--- src/rtl/fft_ctrl_pkg.sv ---
// Shared types and size constants for the radix-2 DIT FFT control path.
// The scheduler FSM encoding and the default transform size live here.
package fft_ctrl_pkg;

    typedef enum logic [1:0] {
        IDLE = 2'd0,
        RUN  = 2'd1,
        WAIT = 2'd2,
        DONE = 2'd3
    } state_t;

    localparam int LOG2N_DEF = 8;
    localparam int N         = 1 << LOG2N_DEF;
    localparam int HALF_N    = N / 2;

endpackage

--- src/rtl/fft_bf_addr_gen.sv ---
// Combinational butterfly address generator: (stage, index) -> operand
// addresses and twiddle ROM address for an in-place radix-2 DIT FFT.
module fft_bf_addr_gen
    import fft_ctrl_pkg::*;
#(
    parameter int LOG2N = LOG2N_DEF,
    parameter int SW    = $clog2(LOG2N)
) (
    input  logic [SW-1:0]    s,
    input  logic [LOG2N-2:0] j,
    output logic [LOG2N-1:0] a,
    output logic [LOG2N-1:0] b,
    output logic [LOG2N-2:0] tw
);

    localparam logic [LOG2N-1:0] ADDR_ONE  = LOG2N'(1);
    localparam logic [SW:0]      TW_SHIFT0 = (SW+1)'(LOG2N-1);

    logic [LOG2N-2:0] pos_mask;
    logic [LOG2N-2:0] pos;
    logic [LOG2N-2:0] grp;
    logic [LOG2N-1:0] half;
    logic [SW:0]      tw_shift;

    // The operand pair is j with a zero bit inserted at position s; the
    // partner sits exactly one half-span above it.
    always_comb begin
        pos_mask = ~({(LOG2N-1){1'b1}} << s);
        pos      = j & pos_mask;
        grp      = j >> s;
        half     = ADDR_ONE << s;
        a        = (({1'b0, grp} << s) << 1) | {1'b0, pos};
        b        = a + half;
        tw_shift = TW_SHIFT0 - {1'b0, s};
        tw       = pos << tw_shift;
    end

endmodule

--- src/rtl/fft_bf_scheduler.sv ---
// Stage/butterfly sequencer for the in-place radix-2 FFT: drives the twiddle
// ROM, presents one descriptor per handshake, and barriers between stages.
module fft_bf_scheduler
    import fft_ctrl_pkg::*;
#(
    parameter int LOG2N = LOG2N_DEF,
    parameter int SW    = $clog2(LOG2N)
) (
    input  logic             clk,
    input  logic             rst_n,
    input  logic             start,
    output logic             busy,
    output logic             done,
    output logic [LOG2N-2:0] tw_addr,
    output logic             tw_addr_nd,
    output logic             bf_valid,
    input  logic             bf_ready,
    output logic [LOG2N-1:0] bf_addr_a,
    output logic [LOG2N-1:0] bf_addr_b,
    output logic [SW-1:0]    bf_stage,
    output logic             bf_last,
    input  logic             bf_wr_ack
);

    localparam logic [LOG2N-2:0] J_LAST  = '1;
    localparam logic [LOG2N-2:0] J_ONE   = (LOG2N-1)'(1);
    localparam logic [SW-1:0]    S_LAST  = SW'(LOG2N-1);
    localparam logic [SW-1:0]    S_ONE   = SW'(1);
    localparam logic [LOG2N-1:0] OUT_ONE = LOG2N'(1);

    state_t           state;
    state_t           state_nxt;
    logic [SW-1:0]    s_cnt;
    logic [LOG2N-2:0] j_cnt;
    logic [LOG2N-1:0] outstanding;

    logic             issue;
    logic             accept;
    logic             drained;
    logic             j_at_last;
    logic [LOG2N-1:0] gen_a;
    logic [LOG2N-1:0] gen_b;
    logic [LOG2N-2:0] gen_tw;

    fft_bf_addr_gen #(
        .LOG2N (LOG2N),
        .SW    (SW)
    ) u_addr_gen (
        .s  (s_cnt),
        .j  (j_cnt),
        .a  (gen_a),
        .b  (gen_b),
        .tw (gen_tw)
    );

    assign accept    = bf_valid && bf_ready;
    assign issue     = (state == RUN) && (!bf_valid || bf_ready);
    assign j_at_last = (j_cnt == J_LAST);
    // A stage may only begin once every writeback of the previous one landed.
    assign drained   = !bf_valid && (outstanding == '0);

    assign busy       = (state != IDLE);
    assign done       = (state == DONE);
    assign tw_addr    = gen_tw;
    assign tw_addr_nd = issue;

    always_ff @(posedge clk or negedge rst_n) begin
        if (!rst_n) begin
            state <= IDLE;
        end else begin
            state <= state_nxt;
        end
    end

    always_comb begin
        state_nxt = state;
        case (state)
            IDLE: if (start) state_nxt = RUN;
            RUN:  if (issue && j_at_last) state_nxt = WAIT;
            WAIT: if (drained) state_nxt = (s_cnt == S_LAST) ? DONE : RUN;
            DONE: state_nxt = IDLE;
            default: state_nxt = IDLE;
        endcase
    end

    // j wraps to 0 by itself after the last butterfly of a stage.
    always_ff @(posedge clk or negedge rst_n) begin
        if (!rst_n) begin
            s_cnt <= '0;
            j_cnt <= '0;
        end else begin
            if (issue) begin
                j_cnt <= j_cnt + J_ONE;
            end
            if ((state == WAIT) && drained) begin
                s_cnt <= (s_cnt == S_LAST) ? '0 : s_cnt + S_ONE;
            end
        end
    end

    always_ff @(posedge clk or negedge rst_n) begin
        if (!rst_n) begin
            bf_valid  <= 1'b0;
            bf_addr_a <= '0;
            bf_addr_b <= '0;
            bf_stage  <= '0;
            bf_last   <= 1'b0;
        end else if (issue) begin
            bf_valid  <= 1'b1;
            bf_addr_a <= gen_a;
            bf_addr_b <= gen_b;
            bf_stage  <= s_cnt;
            bf_last   <= j_at_last;
        end else if (accept) begin
            bf_valid  <= 1'b0;
        end
    end

    // Accepted-but-not-written-back count; a stray ack at zero is dropped.
    always_ff @(posedge clk or negedge rst_n) begin
        if (!rst_n) begin
            outstanding <= '0;
        end else begin
            case ({accept, bf_wr_ack})
                2'b10: outstanding <= outstanding + OUT_ONE;
                2'b01: if (outstanding != '0) outstanding <= outstanding - OUT_ONE;
                default: outstanding <= outstanding;
            endcase
        end
    end

endmodule

--- config.mk ---
export PLATFORM = sky130hd
export DESIGN_NAME = fft_bf_scheduler
export DESIGN_NICKNAME = d
export VERILOG_FILES = /design/src/rtl/fft_ctrl_pkg.sv /design/src/rtl/fft_bf_addr_gen.sv /design/src/rtl/fft_bf_scheduler.sv
export SDC_FILE = /design/constraint.sdc
export NUM_CORES = 1
export LEC_CHECK = 0
export CORE_MARGIN = 2
export CORE_UTILIZATION = 55
export CTS_CLUSTER_SIZE = 25
export DETAILED_ROUTE_END_ITERATION = 10
export PLACE_DENSITY = 0.8
export SYNTH_ARGS = -nofsm -noshare
export SYNTH_HDL_FRONTEND = slang
export SYNTH_HIERARCHICAL = 1
export SYNTH_SLANG_ARGS = --single-unit
--- constraint.sdc ---
create_clock -name clk -period 2.7 [get_ports clk]
set_input_delay 0.27 -clock clk [delete_from_list [all_inputs] [get_ports clk]]
set_output_delay 0.27 -clock clk [all_outputs]
set_load 0.01 [all_outputs]
# Word level (Yosys, flattened, before mapping)
# Index checks and enable logic that the tools add are counted.
[totals] register_bits=41 latchBits=0 ram_bits=0 mem_bits_ro=0 inputBits=5 out_inout_bits=31 elab_cells=59 n_memories=0
[op_classes] addsub=6 multipliers=0 n_div=0 order_cmp=0 n_eq_ne=11 shifts=5 n_mux=10 bitwise_logic=3 reduce_logical=15
[op_table] op="$pmux 8 s2" count=1
[op_table] op="$add 8x1->8 const B" count=1
[op_table] op="$add 8x8->8" count=1
[op_table] op="$logic_not 8->1" count=1
[op_table] op="$mux 2" count=4
[op_table] op="$mux 8" count=1
[op_table] op="$or 8x7->8" count=1
[op_table] op="$pmux 2 s4" count=1
[op_table] op="$reduce_bool 8->1" count=1
[op_table] op="$shl 1x3->8 const A" count=1
[op_table] op="$sub 8x1->8 const B" count=1
[op_table] op="$add 7x1->7 const B" count=1
[op_table] op="$and 7x7->7" count=1
[op_table] op="$eq 7x7->1 const B" count=1
[op_table] op="$not 7->7" count=1
[op_table] op="$shl 7x3->7" count=1
[op_table] op="$shl 7x3->7 const A" count=1
[op_table] op="$shl 7x4->7" count=1
[op_table] op="$shr 7x3->7" count=1
[op_table] op="$eq 2x2->1 const B" count=3
[op_table] op="$ne 2x2->1 const B" count=3
[op_table] op="$reduce_bool 2->1" count=3
[op_table] op="$logic_and 1x1->1" count=5
[op_table] op="$eq 2x1->1 const B" count=2
[op_table] op="11 further kinds" count=12

# Longest topological paths before layout
[depth] word_depth=6 mapped_depth=11 depth_no_buf=10

# Modules after synthesis
# Netlist, hierarchy kept.
[modules_own_cells] module="fft_bf_scheduler" n_inst=1 cells_each=191 area_per_inst_um2=1919.3 seq_area_each_um2=1026.0
[modules_own_cells] module="fft_bf_addr_gen" n_inst=1 cells_each=97 area_per_inst_um2=634.4 seq_area_each_um2=0.0

# Worst setup path after synthesis
# Ideal clock, no wire load.
[synth_timing] kind="register to register" start="reg s_cnt[0]" end="reg bf_addr_b[6]" t_arrival_ns=2.167 required_ns=2.635 path_slack_ns=0.468 path_stages_with_launch=12 path_buffers=2 synth_period_minus_slack_ns=2.232 cell_sequence="dfrtp_1 -> buf_4 -> buf_4 -> inv_1 -> and3_1 -> ha_1 -> nand2b_1 -> a21oi_2 -> or4b_1 -> nand3_1 -> nand2_1 -> nand2_1"
[synth_between] elab_chain_len=5
[synth_rtl] element="start: declaration" line_no="fft_bf_scheduler.sv:33" text="logic [SW-1:0] s_cnt;"
[synth_rtl] element="start signal: assignment" line_no="fft_bf_scheduler.sv:96" text="s_cnt <= (s_cnt == S_LAST) ? '0 : s_cnt + S_ONE;"
[synth_rtl] element="branches (longest 4 deep; another with $or 8x7->8)"
[synth_rtl] element="$add 8x8->8 *" line_no="fft_bf_addr_gen.sv:33" text="b = a + half;"
[synth_rtl] element="named net gen_b[6]" line_no="fft_bf_scheduler.sv:42" text="logic [LOG2N-1:0] gen_b;"
[synth_rtl] element="end signal: assignment" line_no="fft_bf_scheduler.sv:111" text="bf_addr_b <= gen_b;"
[synth_rtl] element="end: declaration" line_no="fft_bf_scheduler.sv:19" text="output logic [LOG2N-1:0] bf_addr_b,"
# Mark *: on every way through the listed nets, which the timed path passes.
# A chain may end at the register's enable or synchronous reset.

# Final worst setup path
[layout_timing] start="reg s_cnt[0]" end="out tw_addr[6]"
[layout_between] elab_chain_len=4
[layout_rtl] element="$shl 7x3->7" line_no="fft_bf_addr_gen.sv:28" text="pos_mask = ~({(LOG2N-1){1'b1}} << s);"
[layout_rtl] element="$not 7->7" line_no="fft_bf_addr_gen.sv:28"
[layout_rtl] element="$and 7x7->7" line_no="fft_bf_addr_gen.sv:29" text="pos = j & pos_mask;"
[layout_rtl] element="$shl 7x4->7 *" line_no="fft_bf_addr_gen.sv:35" text="tw = pos << tw_shift;"
[layout_rtl] element="end: declaration" line_no="fft_bf_scheduler.sv:14" text="output logic [LOG2N-2:0] tw_addr,"
# Mark *: on every way between the ends. The rest lies on a longest branch, timed or not.

==> impl_metrics.json <==
{
  "totalPowerFinal_w": 0.00242,
  "die-width_um": 72.1,
  "finalClockSkew_ns": 0.0113,
  "syn-cell-area_um2": 2550,
  "wl_um": 5480,
  "mostFrequentLayoutCell": "nand2_1",
  "hold_violations": 0,
  "pin_count": 36,
  "comb_power_share_pct": 39.8,
  "pwr-share-clk_pct": 16.3,
  "die_area_um2": 5200,
  "peakVddDrop_mv": 0.525,
  "via_per_inst": 5.68,
  "worst_slew_pin_slew_ns": 0.927,
  "layout.nets": 339,
  "path_max_fanout": 15,
  "drv_cap": 0,
  "max_clock_freq_mhz": 390,
  "async_flop_share_pct": 100,
  "cts_setup_buffers": 0,
  "syn_area_per_cell_um2": 8.87,
  "criticalPathCategory": "flip-flop to primary output",
  "grt_pass1_wl_um": 9380,
  "finalCritPeriodShare_pct": 94.9,
  "htreeDepth": 2,
  "synth_fp_nets": 304,
  "cts_tree": "built",
  "ys_warn_count": 6,
  "path_cells": "buf_4, mux4_2, a21o_1, clkdlybuf4s50_1",
  "core_um2": 4410,
  "clkSinkCount": 41,
  "place.gp.congestion": 0.867,
  "synth_edf_count": 0,
  "drc": 0,
  "leakage_nw": 1.40,
  "grt_overflow_total": 0,
  "p_sw_w": 0.000944,
  "startpoint_type": "flip-flop",
  "clkTransAtPathRegs_ns": 0.08,
  "seq_power_share_pct": 44.0,
  "syn_inst": 288,
  "maxSlewViolCount": 0,
  "vias": 2135,
  "first_global_vias": 1991,
  "antenna_found_initial": 0,
  "endpoint_kind": "primary output",
  "clk_path_buf_depth": 2,
  "die_h_um": 72.1,
  "area_delta_synth_final_pct": 18.1,
  "synth_flop_cell": "dfrtp_1",
  "n_antenna_cell": 0,
  "track_usage_pct": 23.0,
  "cts_inserted_buffers": 5,
  "period_minus_slack_ns": 2.56,
  "first_pass_iters": 5,
  "dpl.hpwl_um": 3910,
  "rows": 24,
  "final_antenna_net_count": 0,
  "final_cell_mix": "nand2_1 (80), dfrtp_1 (41), clkdlybuf4s50_1 (34), xnor2_1 (16), nor2_1 (15)",
  "grt_max_degree": 42,
  "finalSetupTns_ns": 0,
  "cts.repair.resized": 0,
  "powerDensity_nw_per_um2": 802,
  "initial_utilization_pct": 57.9,
  "power.internal_w": 0.00148,
  "arrival_ns": 2.29,
  "status": "finished clean",
  "hold_path.class": "input port to async pin",
  "routedWlPerCell_um": 14.6,
  "grt_setup_unrepaired": "no",
  "drt_iter0_drc": 179,
  "ctsHoldBuffers": 0,
  "netlist-cell-type-count": 58,
  "cp_slowest_cell": "dfrtp_1",
  "clock_latency_ns": 0.30,
  "port_buffers": 35,
  "relSlewSlack_pct": 38.2,
  "setup-violations-final": 0,
  "cpPeakStageDelay_ns": 0.55,
  "clock-root-buffer": "clkbuf_8",
  "worstPathRequired_ns": 2.43,
  "ys_ff_latch": 41,
  "drive_above_1_share_pct": 10.2,
  "swShare_pct": 39.0,
  "ys_seq_area_share_pct": 40.2
}
routing by layer:
metal | part of all wire (%) | track usage (%) | up-vias
met5 | 0 | 0 | -
met2 | 47 | 37.6 | 62
met4 | 1.9 | 7.55 | 0
met1 | 47 | 31.1 | 1021
met3 | 4.5 | 4.17 | 11
li1 | - | - | 1041
metrics by stage:
step / utilization, % / area [um2] / hold WS (ns) / worst slack, ns / cells
6_report: 68.3 / 3020 / 0.102 / 0.138 / 376
5_1_grt: 68.3 / 3020 / 0.189 / 0.0430 / 376
3_3_place_gp: 66.5 / 2930 / 0.455 / 0.398 / 368
4_1_cts: 68.3 / 3020 / 0.135 / 0.145 / 376
2_1_floorplan: - / 2550 / -0.0256 / 0.468 / 288
3_5_place_dp: 66.5 / 2930 / 0.462 / 0.312 / 368
kinds of logic (layout without fill, tap and decap cells):
logic type / Yosys count / after routing / synth area share [%]
other cells: 1 / 1 / 0.147
fa+ha+maj: 11 / 11 / 5.68
compound gates: 40 / 40 / 10.6
mux: 10 / 10 / 5.05
flops: 41 / 41 / 40.2
buf+inv: 21 / 57 / 4.12
simple gates: 146 / 146 / 28.0
xor+xnor: 18 / 18 / 6.17
worst max-delay path: cells and delay by family, from the launching register on:
family,cells,cell delay (ns)
compound gates,1,0.18
buf+inv,2,0.74
flops,1,0.55
mux,1,0.52
worst paths after layout:
check / start / end / slack (ns) / cells past startpoint
max: s_cnt[0]$_DFFE_PN0P_ / tw_addr[6] / 0.14 / 4
min: rst_n / j_cnt[2]$_DFFE_PN0N_ / 0.10 / 1
max reg2reg: s_cnt[1]$_DFFE_PN0P_ / bf_addr_b[6]$_DFFE_PN0N_ / 0.27 / 9
min reg2reg: bf_addr_a[2]$_DFFE_PN0N_ / bf_addr_a[2]$_DFFE_PN0N_ / 0.47 / 2
max in group asynchronous: rst_n / outstanding[3]$_DFFE_PN0P_ / 2.01 / 1
min in group clk: bf_addr_a[2]$_DFFE_PN0N_ / bf_addr_a[2]$_DFFE_PN0N_ / 0.47 / 2
cell usage after synthesis, types with 3 or more instances:
cell type / instances / area share, %
nand2_1: 80 / 12
dfrtp_1: 41 / 40
xnor2_1: 16 / 5.5
nor2_1: 15 / 2.2
ha_1: 10 / 4.9
o21ai_0: 8 / 1.6
inv_1: 7 / 1.0
nor3_1: 7 / 1.4
o22ai_1: 7 / 1.7
clkbuf_1: 6 / 0.88
nor2b_1: 6 / 1.5
mux2i_1: 5 / 2.0
nand2b_1: 5 / 1.2
nand3_1: 5 / 0.98
a21oi_1: 4 / 0.78
nand4_1: 4 / 0.98
a211oi_1: 3 / 0.88
a21o_1: 3 / 0.88
and2_1: 3 / 0.74
mux2_4: 3 / 1.8
o211ai_1: 3 / 0.88
cell type report:
type	count	area (um2)
timing repair buffer	41	390
clock inverter	2	10.0
multi-input combinational	226	1420
clock buffer	6	72.6
sequential	41	1030
fill	377	1400
inverter	8	30.0
tap	52	65.1
power groups by stage:
stage | sequential, W | combinational (W) | clock (W)
after floorplan | 0.00104 | 0.000640 | 0
after global placement | 0.00107 | 0.000930 | 0
after detailed placement | 0.00107 | 0.000957 | 0
after CTS | 0.00106 | 0.000964 | 0.000401
after global routing | 0.00109 | 0.00107 | 0.000424
final | 0.00106 | 0.000962 | 0.000394
sequential cells by signal (all words and copies together), names as in the netlist:
name	cells
bf_addr_a	8
bf_addr_b	8
bf_last	1
bf_stage	3
bf_valid	1
j_cnt	7
outstanding	8
s_cnt	3
state	2
No activity file was read; power rests on OpenSTA's default activity.
